--- src/rtl/handshake_bus_arbiter_pkg.sv ---
// Shared types and defaults for the two-requester send/ack bus arbiter.
// Also provides the one-hot helper used to encode the winning requester.
package handshake_bus_arbiter_pkg;

  localparam int DATA_W_DEF  = 16;
  localparam int TIMEOUT_DEF = 255;

  typedef enum logic [2:0] {
    IDLE,
    REQ,
    DROP,
    DONE,
    ABORT
  } arb_state_t;

  function automatic logic [1:0] onehot2(input logic idx);
    return idx ? 2'b10 : 2'b01;
  endfunction

endpackage

--- src/rtl/handshake_bus_arbiter_if.sv ---
// Requester/consumer signal bundle of the arbiter.
// The master side is the arbiter itself; the slave side is its environment.
interface handshake_bus_arbiter_if
  import handshake_bus_arbiter_pkg::*;
#(
  parameter int DATA_W = DATA_W_DEF
);

  logic [1:0]        req;
  logic [DATA_W-1:0] din0;
  logic [DATA_W-1:0] din1;
  logic [1:0]        grant;
  logic [1:0]        done;
  logic [1:0]        err;
  logic              send;
  logic [DATA_W-1:0] dado;
  logic              ack;
  logic              busy;

  modport master (
    input  req, din0, din1, ack,
    output grant, done, err, send, dado, busy
  );

  modport slave (
    output req, din0, din1, ack,
    input  grant, done, err, send, dado, busy
  );

endinterface

--- src/rtl/handshake_bus_arbiter_rr_pick2.sv ---
// Two-way round-robin pick: the preferred requester wins a tie.
// Output is only meaningful while at least one request bit is set.
module rr_pick2 (
  input  logic [1:0] i_req,
  input  logic       i_ptr,
  output logic       o_winner
);

  assign o_winner = i_req[i_ptr] ? i_ptr : ~i_ptr;

endmodule

--- src/rtl/handshake_bus_arbiter.sv ---
// Shares one send/ack output channel between two requesters with round-robin
// fairness, a 4-phase downstream handshake and an optional phase timeout.
module handshake_bus_arbiter
  import handshake_bus_arbiter_pkg::*;
#(
  parameter int DATA_W  = DATA_W_DEF,
  parameter int TIMEOUT = TIMEOUT_DEF
) (
  input  logic                    clk,
  input  logic                    rst,
  handshake_bus_arbiter_if.master bus
);

  localparam int              TMR_W    = (TIMEOUT > 0) ? $clog2(TIMEOUT + 1) : 1;
  localparam logic [TMR_W-1:0] TMR_LAST = TMR_W'((TIMEOUT > 0) ? TIMEOUT - 1 : 0);
  localparam bit              TMO_EN   = (TIMEOUT != 0);

  arb_state_t        r_state;
  logic              r_ptr;
  logic              r_winner;
  logic [1:0]        r_grant;
  logic [1:0]        r_done;
  logic [1:0]        r_err;
  logic              r_send;
  logic              r_busy;
  logic [DATA_W-1:0] r_dado;
  logic [TMR_W-1:0]  r_timer;

  logic w_pick;
  logic w_expired;

  rr_pick2 u_pick (
    .i_req    (bus.req),
    .i_ptr    (r_ptr),
    .o_winner (w_pick)
  );

  // The timer restarts on every phase entry, so it can never pass TMR_LAST.
  assign w_expired = TMO_EN && (r_timer == TMR_LAST);

  // NOTE: state is updated only with non-blocking assignments so every branch
  // reads the pre-edge values of r_timer/r_winner regardless of statement order.
  always_ff @(posedge clk) begin
    if (rst) begin
      r_state  <= IDLE;
      r_ptr    <= 1'b0;
      r_winner <= 1'b0;
      r_grant  <= '0;
      r_done   <= '0;
      r_err    <= '0;
      r_send   <= 1'b0;
      r_busy   <= 1'b0;
      // NOTE: the data register is reset as well because dado is visible at
      // the port and its post-reset value is defined as zero.
      r_dado   <= '0;
      r_timer  <= '0;
    end else begin
      r_done <= '0;
      r_err  <= '0;
      unique case (r_state)
        IDLE: begin
          if (bus.req != 2'b00) begin
            r_winner <= w_pick;
            r_dado   <= w_pick ? bus.din1 : bus.din0;
            r_grant  <= onehot2(w_pick);
            r_send   <= 1'b1;
            r_busy   <= 1'b1;
            r_timer  <= '0;
            r_state  <= REQ;
          end
        end
        REQ: begin
          if (bus.ack) begin
            r_send  <= 1'b0;
            r_timer <= '0;
            r_state <= DROP;
          end else if (w_expired) begin
            r_send  <= 1'b0;
            r_err   <= onehot2(r_winner);
            r_state <= ABORT;
          end else begin
            r_timer <= r_timer + 1'b1;
          end
        end
        DROP: begin
          if (!bus.ack) begin
            r_done  <= onehot2(r_winner);
            r_state <= DONE;
          end else if (w_expired) begin
            r_err   <= onehot2(r_winner);
            r_state <= ABORT;
          end else begin
            r_timer <= r_timer + 1'b1;
          end
        end
        DONE, ABORT: begin
          // Grant is held through the done/err cycle so the owner can qualify it.
          r_grant <= '0;
          r_busy  <= 1'b0;
          r_ptr   <= ~r_winner;
          r_state <= IDLE;
        end
        default: r_state <= IDLE;
      endcase
    end
  end

  assign bus.grant = r_grant;
  assign bus.done  = r_done;
  assign bus.err   = r_err;
  assign bus.send  = r_send;
  assign bus.dado  = r_dado;
  assign bus.busy  = r_busy;

endmodule
--- src/flat_wrapper.sv ---
// flat-port wrapper written by rule: the top's interface ports become plain ports
module handshake_bus_arbiter_flat import handshake_bus_arbiter_pkg::*;
#(
  parameter int DATA_W  = DATA_W_DEF,
  parameter int TIMEOUT = TIMEOUT_DEF
)
  (clk, rst, bus_req, bus_din0, bus_din1, bus_ack, bus_grant, bus_done, bus_err, bus_send, bus_dado, bus_busy);
  handshake_bus_arbiter_if #(.DATA_W(DATA_W)) bus_i ();
  input  logic clk;
  input  logic rst;
  input wire logic [$bits(bus_i.req)-1:0] bus_req;
  input wire logic [$bits(bus_i.din0)-1:0] bus_din0;
  input wire logic [$bits(bus_i.din1)-1:0] bus_din1;
  input wire logic [$bits(bus_i.ack)-1:0] bus_ack;
  output wire logic [$bits(bus_i.grant)-1:0] bus_grant;
  output wire logic [$bits(bus_i.done)-1:0] bus_done;
  output wire logic [$bits(bus_i.err)-1:0] bus_err;
  output wire logic [$bits(bus_i.send)-1:0] bus_send;
  output wire logic [$bits(bus_i.dado)-1:0] bus_dado;
  output wire logic [$bits(bus_i.busy)-1:0] bus_busy;
  assign bus_i.req = bus_req;
  assign bus_i.din0 = bus_din0;
  assign bus_i.din1 = bus_din1;
  assign bus_i.ack = bus_ack;
  assign bus_grant = bus_i.grant;
  assign bus_done = bus_i.done;
  assign bus_err = bus_i.err;
  assign bus_send = bus_i.send;
  assign bus_dado = bus_i.dado;
  assign bus_busy = bus_i.busy;
  handshake_bus_arbiter #(.DATA_W(DATA_W), .TIMEOUT(TIMEOUT)) u_core (.clk(clk), .rst(rst), .bus(bus_i));
endmodule
--- config.mk ---
export PLATFORM = sky130hd
export DESIGN_NAME = handshake_bus_arbiter_flat
export DESIGN_NICKNAME = d
export VERILOG_FILES = /design/src/rtl/handshake_bus_arbiter_pkg.sv /design/src/rtl/handshake_bus_arbiter_if.sv /design/src/rtl/handshake_bus_arbiter_rr_pick2.sv /design/src/rtl/handshake_bus_arbiter.sv /design/src/flat_wrapper.sv
export SDC_FILE = /design/constraint.sdc
export NUM_CORES = 1
export LEC_CHECK = 0
export ABC_AREA = 1
export ABC_CLOCK_PERIOD_IN_PS = 1550
export BUFFER_PORTS_ARGS = -buffer_cell sky130_fd_sc_hd__buf_2
export CORE_MARGIN = 2
export CORE_UTILIZATION = 50
export CTS_CLUSTER_SIZE = 28
export DETAILED_ROUTE_END_ITERATION = 8
export PLACE_DENSITY = 0.79
export SYNTH_ARGS = -nofsm -noshare
export SYNTH_HDL_FRONTEND = slang
export SYNTH_SLANG_ARGS = --single-unit
export TNS_END_PERCENT = 1
--- constraint.sdc ---
create_clock -name clk -period 1.55 [get_ports clk]
set_input_delay 0.155 -clock clk [delete_from_list [all_inputs] [get_ports clk]]
set_output_delay 0.155 -clock clk [all_outputs]
set_load 0.02 [all_outputs]
Word level (Yosys, flattened, before mapping)
Cells that the tools add are included.
{ "op_classes": {"bitwise": 3, "eq_ne": 8, "addsub": 1, "n_reduce_logical": 11, "n_mux": 27, "n_lt_le_gt_ge": 1} }
{ "ops": {"columns": ["operator", "count"], "rows": [
  ["two-way mux 8 bit", 4],
  ["case mux 8 bit (3 select lines)", 1],
  ["two-way mux 16 bit", 1],
  ["two-way mux 2 bit", 6],
  ["two-way mux 3 bit", 4],
  ["case mux 3 bit (3 select lines)", 1],
  ["adder 8 x 1 -> 8 bit, second input constant", 1],
  ["== test 8 bit, second input constant", 1],
  ["case mux 2 bit (2 select lines)", 2],
  ["== test 3 x 2 -> 1 bit, second input constant", 2],
  ["two-way mux 1 bit", 6],
  ["AND reduction 3 bit", 2],
  ["nonzero test 2 bit", 3],
  ["case mux 1 bit (2 select lines)", 2],
  ["AND reduction 2 bit", 2],
  ["== test 3 x 1 -> 1 bit, second input constant", 1],
  ["== test 3 bit, second input constant", 1],
  ["logical NOT 3 bit", 1],
  ["inequality test 3 x 2 -> 1 bit, second input constant", 1],
  ["NOT 1 bit", 3],
  ["nonzero test 3 bit", 1],
  ["OR reduction 3 bit", 1],
  ["less-than comparator 1 x 2 -> 1 bit, second input constant", 1],
  ["inequality test 2 x 1 -> 1 bit, second input constant", 1],
  ["2 further kinds", 2]
]} }
{ "totals": {"output_inout_bits": 24, "inputBits": 37, "elab_cells": 61, "ff_bits": 37} }

Depth between registers and ports, before layout
Gate-level depths: netlist of run 1.
{ "depth": {"depth_word": 6, "ltp_mapped": 10} }

By module
From an unflattened synthesis of run 1, not the netlist that was laid out.
{ "unflattened": {"hier_cells": 234, "area_unflattened_um2": 1778.0} }
{ "modules_own_cells": {"columns": ["module", "area_per_inst_um2", "seq_area_each_um2", "instances", "cells_each"], "rows": [
  ["handshake_bus_arbiter", 1769.2, 740.7, 1, 232],
  ["rr_pick2", 8.8, 0.0, 1, 2]
]} }

Worst setup path before layout of run 1
OpenSTA, ideal clock, no wires.
{ "synth_path": {"kind": "flip-flop to flip-flop", "from": "register u_core.r_timer[0]", "to": "register u_core.r_timer[0]", "required_time_ns": 1.437, "path_slack_ns": 0.287, "arrival_ns": 1.151, "path_stages_with_launch": 11, "n_path_buf": 0, "period_less_slack_ns": 1.263, "setup_ns": 0.113, "path_cell_list": "dfxtp_1 -> inv_1 -> ha_1 -> nand2_1 -> nor2_1 -> nand2_2 -> inv_1 -> nor2_2 -> nand2_1 -> nand2_1 -> nor2_1"} }
{ "synth_between": {"elab_chain_len": 4} }
{ "synth_rtl": {"columns": ["element", "line_no", "source"], "rows": [
  ["start, declared", "handshake_bus_arbiter.sv:27", "logic [TMR_W-1:0] r_timer;"],
  ["start signal, assigned", "handshake_bus_arbiter.sv:82", "r_timer <= r_timer + 1'b1;"],
  ["start signal, assigned", "handshake_bus_arbiter.sv:93", "r_timer <= r_timer + 1'b1;"],
  ["adder 8 x 1 -> 8 bit / == test 8 bit (equally long branches)", "handshake_bus_arbiter.sv:82, handshake_bus_arbiter.sv:93, handshake_bus_arbiter.sv:39", null],
  ["two-way mux 8 bit *", "handshake_bus_arbiter.sv:77, handshake_bus_arbiter.sv:89", null],
  ["two-way mux 8 bit, on equally long branches", "handshake_bus_arbiter.sv:86, handshake_bus_arbiter.sv:73", null],
  ["case mux 8 bit (3 select lines) *", "handshake_bus_arbiter.sv:60", "unique case (r_state)"]
]} }
Mark *: on every way between the ends. The rest lies on a longest branch, timed or not. The select of a mux whose other input is x is not followed.
A chain may end at the register's enable or synchronous reset.

Worst setup path after layout of run 1
Same ends and word-level chain as after synthesis.

==> out/metrics.yaml, run 1 <==
cts.sinks: 37
holdWs_ns: 0.201
status: "complete, no violations"
pwr-share-comb: 0.303
post-route-period-util: 0.877
ir_drop_v: 0.000844
io_pins: 61
clk_pin_slew_ns: 0.07
die_width_um: 64.9
final_hold_viol_count: 0
nNetsFinal: 372
fin_crit_ns: 1.36
start_kind: "flop"
antenna_found_initial: 0
cp_max_fo: 10
setup_viol: 0
postCtsSetupBuffers: 0
cts_tree: "done"
layout_common_cells: "nand2_1, buf_2, dfxtp_1"
vias_per_cell: 4.90
fin_cells: 381
synth.top_cell.area_share: 0.399
wirelength_mm: 4.17
die_h_um: 64.9
area_delta_synth_final_pct: 22.8
critPathCaptureType: "flop"
drt_iter0_drc: 108
core_area_um2: 3610
slew_headroom: 0.735
clock.fmax_mhz: 736
syn-num-nets: 309
ys_seq_area_frac: 0.399
crit_type: "reg2reg"
path_cells: "inv_1 -> ha_1 -> nand2_1 -> nor2_1 -> nand2_2 -> inv_1 -> nor2_2 -> nand2_1 -> nand2_1 -> nor2_1"
fillers: 380
track_usage: 0.216
synth_area_leaders: "dfxtp_1, nand2_1, nand3_1, a21oi_1, nor2_1"
ys_seq_elements: 37
cts_buffers: 5
dr.pass1.iters: 4
clockPowerShare: 0.260
layout-drive-gt1-share: 0.261
insertedDiodeCount: 0
switching_share: 0.347
fin_ws_ns: 0.191
cts_max_level: 2
grt_pass1_vias: 1728
hold_path_class: "in2reg"
grt_pass1_wl_mm: 7.24
gp_congestion: 0.857
synth_cells: 270
worst_path_max_delay_cell: "dfxtp_2"
cp_common_cell: "nand2_1"
internal-power_uw: 1690
seqCellArea_um2: 742
slew_violations: 0
drc: 0
rsz0062_at_grt: "no"
yosys.area.top_type: "dfxtp_1"
tns_ns: 0
critPathMaxStageDelay_ns: 0.36
switching_power_uw: 899
num_vias: 1866
critPathBufInv: 2
root_buffer: "clkbuf_8"
io_buffers: 60
critical-path-top-delay-family: "simple AND/OR/NAND/NOR gates"
yosysWarnings: 0
preCtsSetupSlack_ns: 0.0522
final_common_cell: "nand2_1"
cp.arrival_ns: 1.54
powerDensity_nw_per_um2: 1140
wire_per_inst_um: 10.9
skew_ns: 0.00297
worstPathRequired_ns: 1.73
start_util: 0.515
avgSynthCellArea_um2: 6.87
reg2reg_setup_slack_ns: 0.19
multiInputGateArea_um2: 993
syn_area_um2: 1860
drv_cap: 0
p_seq_frac: 0.437
fp-row-count: 22
final_antenna_net_count: 0
clk_latency_ns: 0.28
die-area_um2: 4210
worst_pin_slew_ns: 0.396
p_leak_uw: 0.00115
place_inst: 374
ys_types: 29
grt_max_degree: 20
cts_buffer_depth: 2
utilization: 0.632
dp_hpwl_mm: 3.06
overflow: 0
cell usage after synthesis:
library cell,number
clkbuf_1,3
buf_2,2
or2_1,1
xor2_1,3
nor2_2,2
o21bai_2,1
nand3_2,1
buf_4,1
nand2_2,3
and3_1,1
dfxtp_1,37
or2_2,1
a21oi_1,27
buf_6,3
ha_1,2
nand2_1,106
nor2_4,2
o21ai_0,2
nor2_8,1
nand2_8,1
inv_4,1
nand4_1,2
a22oi_1,1
nor2_1,17
o22ai_1,1
nand3_1,32
a31oi_1,1
inv_1,14
o21ai_2,1
state kept, by name, summed over array words and instances, names as in the netlist:
signal / cells
u_core.r_state: 3
u_core.r_timer: 8
u_core.bus.err: 2
u_core.bus.busy: 1
u_core.r_ptr: 1
u_core.bus.done: 2
u_core.bus.dado: 16
u_core.r_winner: 1
u_core.bus.send: 1
u_core.bus.grant: 2
layout make-up:
type / instances / area share
Tap cell: 48 / 0.0264
Multi-Input combinational cell: 209 / 0.436
Clock buffer: 7 / 0.0379
Timing Repair Buffer: 65 / 0.148
Inverter: 15 / 0.0258
Sequential cell: 37 / 0.326
power groups by stage:
stage,logic (uW),registers [uW],clock network (uW)
after global routing,892,1150,731
after floorplan,487,1250,0
final,785,1130,674
after CTS,792,1130,687
after detailed placement,789,1150,0
after global placement,779,1150,0
stage by stage:
step	total power [uW]	cell area, um^2
2_1_floorplan	1730	1860
3_3_place_gp	1930	2190
3_5_place_dp	1940	2190
4_1_cts	2610	2280
5_1_grt	2770	2280
6_report	2590	2280
logic make-up after synthesis:
kind of cell / share of synthesized area
compound gates: 0.0998
xor+xnor: 0.0142
fa+ha+maj: 0.0135
buf+inv: 0.0654
flops: 0.399
simple gates: 0.408
worst paths after layout:
kind / from / to / cells after the start
worst max-delay path: u_core.r_timer[0]$_SDFFE_PP0P_ / u_core.r_timer[0]$_SDFFE_PP0P_ / 10
worst min-delay path: bus_din1[0] / u_core.bus.dado[0]$_SDFFE_PP0P_ / 5
worst max register to register: u_core.r_timer[0]$_SDFFE_PP0P_ / u_core.r_timer[0]$_SDFFE_PP0P_ / 10
worst min register to register: u_core.bus.send$_SDFFE_PP0P_ / u_core.bus.send$_SDFFE_PP0P_ / 2
worst reg2reg max path: stages (launching register included):
cell,delay [ns]
dfxtp_2,0.36
inv_1,0.06
ha_1,0.20
nand2_1,0.06
nor2_1,0.04
nand2_2,0.17
inv_1,0.10
nor2_2,0.12
nand2_1,0.06
nand2_1,0.06
nor2_1,0.04
repair_timing:
action / 4_1_cts / 5_1_grt
gates resized for setup: 0 / 2
setup endpoints to repair: 0 / 22
hold buffers: 0 / 0
layer usage:
layer  global-route usage  wire, um
met1                0.243      1830
met2                0.402      2050
met3               0.0556       250
met4               0.0559        34
met5                    0         0
No activity file was read; power rests on OpenSTA's default activity.
==> run 2, diff against run 1 <==
CORE_ASPECT_RATIO = 0.75   (was default)
CTS_CLUSTER_DIAMETER = 200   (was default)
==> out/metrics.yaml, run 2 (synthesis gave the netlist of run 1 again) <==
status: "complete, no violations"
cp.depth: 9
p_seq_frac: 0.437
reg2reg_setup_slack_ns: 0.19
worstPathRequired_ns: 1.77
clk_latency_ns: 0.29
grt_max_degree: 20
clk_pin_slew_ns: 0.08
path_cells: "inv_1 -> ha_1 -> nand2_1 -> nor2_1 -> nand2_2 -> nand3_1 -> nand2_1 -> nand2_1 -> a21oi_1"
wirelength_mm: 4.27
holdWs_ns: 0.195
io_pins: 61
root_buffer: "clkbuf_8"
wire_per_inst_um: 11.1
tns_ns: 0
vias_per_cell: 4.95
grt_pass1_wl_mm: 7.44
critical_path.startpoint: "u_core.r_timer[0]$_SDFFE_PP0P_"
critical-path-top-delay-family: "simple AND/OR/NAND/NOR gates"
die-area_um2: 4220
multiInputGateArea_um2: 1010
largest_reg_flops: 16
start_util: 0.514
cts_buffers: 5
gp_congestion: 0.893
drc: 0
cp_max_fo: 10
internal-power_uw: 1650
grt_pass1_vias: 1718
crit_type: "reg2reg"
post-route-period-util: 0.880
fp-row-count: 19
area_delta_synth_final_pct: 23.5
postCtsSetupBuffers: 0
switching_power_uw: 941
dr.pass1.iters: 4
powerDensity_nw_per_um2: 1130
final_common_cell: "nand2_1"
cp_common_cell: "nand2_1"
io_buffers: 60
cts_buffer_depth: 2
cts.sinks: 37
die_width_um: 74.3
insertedDiodeCount: 0
crit_end: "u_core.bus.send$_SDFFE_PP0P_"
cts_max_level: 2
overflow: 0
slew_violations: 0
skew_ns: 0.00676
slew_headroom: 0.742
fillers: 336
pwr-share-comb: 0.308
ir_drop_v: 0.000567
worst_pin_slew_ns: 0.385
hold_path_class: "in2reg"
track_usage: 0.224
layout_common_cells: "nand2_1, buf_2, dfxtp_1"
seqCellArea_um2: 744
final_hold_viol_count: 0
clock.fmax_mhz: 733
num_vias: 1906
dp_hpwl_mm: 3.17
p_leak_uw: 0.00114
cp.arrival_ns: 1.59
nNetsFinal: 371
final_antenna_net_count: 0
core_area_um2: 3610
switching_share: 0.363
layout-drive-gt1-share: 0.270
antenna_found_initial: 0
r2r_end: "u_core.bus.send$_SDFFE_PP0P_"
timing.rr.start: "u_core.r_timer[0]$_SDFFE_PP0P_"
setup_viol: 0
die_h_um: 56.8
clockPowerShare: 0.255
worst_path_max_delay_cell: "dfxtp_4"
critPathCaptureType: "flop"
rsz0062_at_grt: "no"
fin_crit_ns: 1.36
start_kind: "flop"
cts_tree: "done"
drv_cap: 0
critPathMaxStageDelay_ns: 0.36
r2r_cells: 9
drt_iter0_drc: 112
critPathBufInv: 1
run 2: cell types whose count changed in the layout (fill, tap and decap cells not counted), sizes merged:
cell / previous run / this run
clkinvlp: 0 / 1
buf: 65 / 64
clkbuf: 7 / 5
clkinv: 0 / 2
run 2: area by class of cell:
| cell class | count | share of cell area |
|---|---|---|
| Clock buffer | 5 | 0.0300 |
| Sequential cell | 37 | 0.325 |
| Inverter | 15 | 0.0257 |
| Clock inverter | 3 | 0.00765 |
| Timing Repair Buffer | 64 | 0.144 |
| Multi-Input combinational cell | 209 | 0.439 |
| Tap cell | 52 | 0.0284 |
run 2: layer usage:
metal,vias to the layer above,GRT usage,share of wire
li1,995,-,-
met1,841,0.315,0.50
met2,62,0.334,0.42
met3,8,0.0628,0.069
met4,0,0.0663,0.014
met5,-,0,0
run 2: what timing repair did:
action | in CTS | in global routing
hold buffers | 0 | 0
resized for setup | 0 | 6
hold endpoints to repair | 0 | 0
setup endpoints to repair | 0 | 22
run 2: metrics by stage:
| step | utilization | cell area, um^2 | std cells | setup slack [ns] | power (uW) |
|---|---|---|---|---|---|
| 6_report | 0.634 | 2290 | 385 | 0.186 | 2590 |
| 5_1_grt | 0.634 | 2290 | 385 | 0.00559 | 2780 |
| 4_1_cts | 0.630 | 2270 | 385 | 0.0411 | 2600 |
| 3_5_place_dp | 0.606 | 2190 | 377 | 0.0635 | 1940 |
| 3_3_place_gp | 0.606 | 2190 | 377 | 0.111 | 1930 |
| 2_1_floorplan | - | 1860 | 270 | 0.287 | 1730 |
run 2: worst reg2reg max path: cells and delay by family (launching register included):
family	cells	cell delay (ns)
compound gates	1	0.10
flops	1	0.36
simple gates	6	0.59
buf+inv	1	0.06
fa+ha+maj	1	0.20
run 2: how the worst min path moves through the flow:
stage | startpoint | endpoint | slack [ns] | depth (start not counted)
6_report | bus_din1[6] | u_core.bus.dado[6]$_SDFFE_PP0P_ | 0.19 | 5
4_1_cts | bus_din1[9] | u_core.bus.dado[9]$_SDFFE_PP0P_ | 0.19 | 5
5_1_grt | rst | u_core.r_timer[5]$_SDFFE_PP0P_ | 0.21 | 2
3_5_place_dp | u_core.bus.send$_SDFFE_PP0P_ | u_core.bus.send$_SDFFE_PP0P_ | 0.44 | 2
2_1_floorplan | bus_din1[0] | u_core.bus.dado[0]$_SDFFE_PP0P_ | 0.38 | 4
3_3_place_gp | u_core.bus.send$_SDFFE_PP0P_ | u_core.bus.send$_SDFFE_PP0P_ | 0.43 | 2
run 2: power by group through the flow:
| stage | logic, uW | clock network [uW] | registers (uW) |
|---|---|---|---|
| after global placement | 780 | 0 | 1150 |
| final | 798 | 660 | 1130 |
| after floorplan | 487 | 0 | 1250 |
| after CTS | 789 | 674 | 1130 |
| after global routing | 904 | 724 | 1150 |
| after detailed placement | 787 | 0 | 1150 |
==> run 3, diff against run 2 <==
ABC_CLOCK_PERIOD_IN_PS = 1200   (was 1550)
CORE_UTILIZATION = 45   (was 50)
GPL_TIMING_DRIVEN = 0   (was default)
PLACE_DENSITY = 0.75   (was 0.79)
clock period = 1.2 ns   (was 1.55 ns; I/O delays follow)
==> out/metrics.yaml, run 3 (synthesis gave the netlist of run 1 again) <==
status: "finished with violations"
violations: "setup timing"
io_pins: 61
worst_path_max_delay_cell: "dfxtp_4"
gp_congestion: 0.926
layout_common_cells: "nand2_1, buf_2, dfxtp_1"
fp-row-count: 20
cp_max_fo: 6
final_common_cell: "nand2_1"
clk_latency_ns: 0.29
worstPathRequired_ns: 1.41
io_buffers: 59
timing.rr.start: "u_core.r_state[2]$_SDFFE_PP0P_"
r2r_cells: 7
drt_iter0_drc: 38
rsz0062_at_grt: "yes"
clk_pin_slew_ns: 0.07
overflow: 0
die_h_um: 59.6
start_util: 0.463
final_hold_viol_count: 0
reg2reg_setup_slack_ns: -0.11
wirelength_mm: 5.07
num_vias: 2035
cp_common_cell: "buf_6"
path_cells: "nor2_4 -> nand2_4 -> nor2_8 -> buf_6 -> buf_6 -> nand2_1 -> a21oi_1"
clock.fmax_mhz: 766
worst_pin_slew_ns: 0.539
fin_crit_ns: 1.31
nNetsFinal: 397
fin_cells: 414
die-area_um2: 4660
cts_buffer_depth: 2
critPathMaxStageDelay_ns: 0.37
vias_per_cell: 4.92
skew_ns: 0.00433
slew_violations: 0
largest_reg_flops: 16
cts_tree: "done"
min_to: "u_core.bus.dado[3]$_SDFFE_PP0P_"
dp_hpwl_mm: 3.23
grt_pass1_vias: 1986
crit_type: "reg2reg"
post-route-period-util: 1.09
core_area_um2: 4000
setup_viol: 30
critPathCaptureType: "flop"
grt_max_degree: 18
antenna_found_initial: 0
p_leak_uw: 0.00134
min_path_cells: 5
start_kind: "flop"
min-delay-start: "bus_din1[3]"
r2r_end: "u_core.bus.dado[13]$_SDFFE_PP0P_"
ir_drop_v: 0.000753
powerDensity_nw_per_um2: 1410
place_inst: 384
cts_buffers: 5
hold_path_class: "in2reg"
drc: 0
track_usage: 0.229
drv_cap: 0
fin_ws_ns: -0.106
fillers: 347
cts.hold.buffers_added: 0
layout-drive-gt1-share: 0.429
die_width_um: 78.1
insertedDiodeCount: 0
area_delta_synth_final_pct: 49.6
cts.sinks: 37
root_buffer: "clkbuf_8"
slew_headroom: 0.641
preCtsSetupSlack_ns: -0.194
wire_per_inst_um: 12.2
final_antenna_net_count: 0
cp.arrival_ns: 1.52
grt_pass1_wl_mm: 8.36
cts_max_level: 2
dr.pass1.iters: 4
-- run 3: worst max path at each step --
stage,startpoint,to,cells after the start
2_1_floorplan,u_core.r_timer[0]$_SDFFE_PP0P_,u_core.r_timer[0]$_SDFFE_PP0P_,10
3_3_place_gp,u_core.r_state[0]$_SDFFE_PP0P_,u_core.r_timer[0]$_SDFFE_PP0P_,7
3_5_place_dp,u_core.r_state[0]$_SDFFE_PP0P_,u_core.r_timer[0]$_SDFFE_PP0P_,7
4_1_cts,u_core.r_state[0]$_SDFFE_PP0P_,u_core.bus.dado[10]$_SDFFE_PP0P_,7
5_1_grt,u_core.r_state[2]$_SDFFE_PP0P_,u_core.bus.dado[15]$_SDFFE_PP0P_,7
6_report,u_core.r_state[2]$_SDFFE_PP0P_,u_core.bus.dado[13]$_SDFFE_PP0P_,7
-- run 3: worst max-delay path: cells and delay by family (launching register included) --
family          cells  cell delay (ns)
compound gates      1             0.12
buf+inv             2             0.27
flops               1             0.37
simple gates        4             0.47
-- run 3: report_power, final --
part	switching [uW]	leakage, uW	total, uW	internal, uW
Combinational	875	0.000993	1590	717
Sequential	110	0.000307	1490	1380
Clock	442	0.0000450	845	403
Total	1430	0.00134	3920	2500
-- run 3: stage by stage --
step	TNS (ns)	hold WS, ns	area [um^2]	total power (uW)	utilization
floorplan	0	0.344	1860	2240	-
global placement	-3.25	0.432	2220	2540	0.555
detailed placement	-3.06	0.443	2220	2560	0.555
CTS	-1.47	0.158	2620	3790	0.653
global route	-4.22	0.183	2780	4160	0.693
finish	-1.83	0.162	2780	3920	0.693
-- run 3: layout make-up --
cell class                      count  area [um^2]  share of cell area
Buffer                              8         61.3              0.0221
Clock buffer                        6         72.6              0.0261
Clock inverter                      2         10.0             0.00361
Inverter                           15         63.8              0.0230
Multi-Input combinational cell    210         1220               0.441
Sequential cell                    37          759               0.274
Tap cell                           55         68.8              0.0248
Timing Repair Buffer               81          515               0.186
-- run 3: repair_timing --
action                                  in CTS  in global routing
cloned                                       3                  0
setup buffers                               15                  5
endpoints found under the setup margin      31                 35
pin swaps                                    9                 11
gates resized for setup                     46                 32
-- run 3: routing by layer --
layer / GRT usage / vias up / part of all wire
met5: 0 / - / 0
met4: 0.100 / 0 / 0.013
met3: 0.0640 / 7 / 0.067
met2: 0.382 / 58 / 0.45
met1: 0.281 / 922 / 0.47
li1: - / 1048 / -
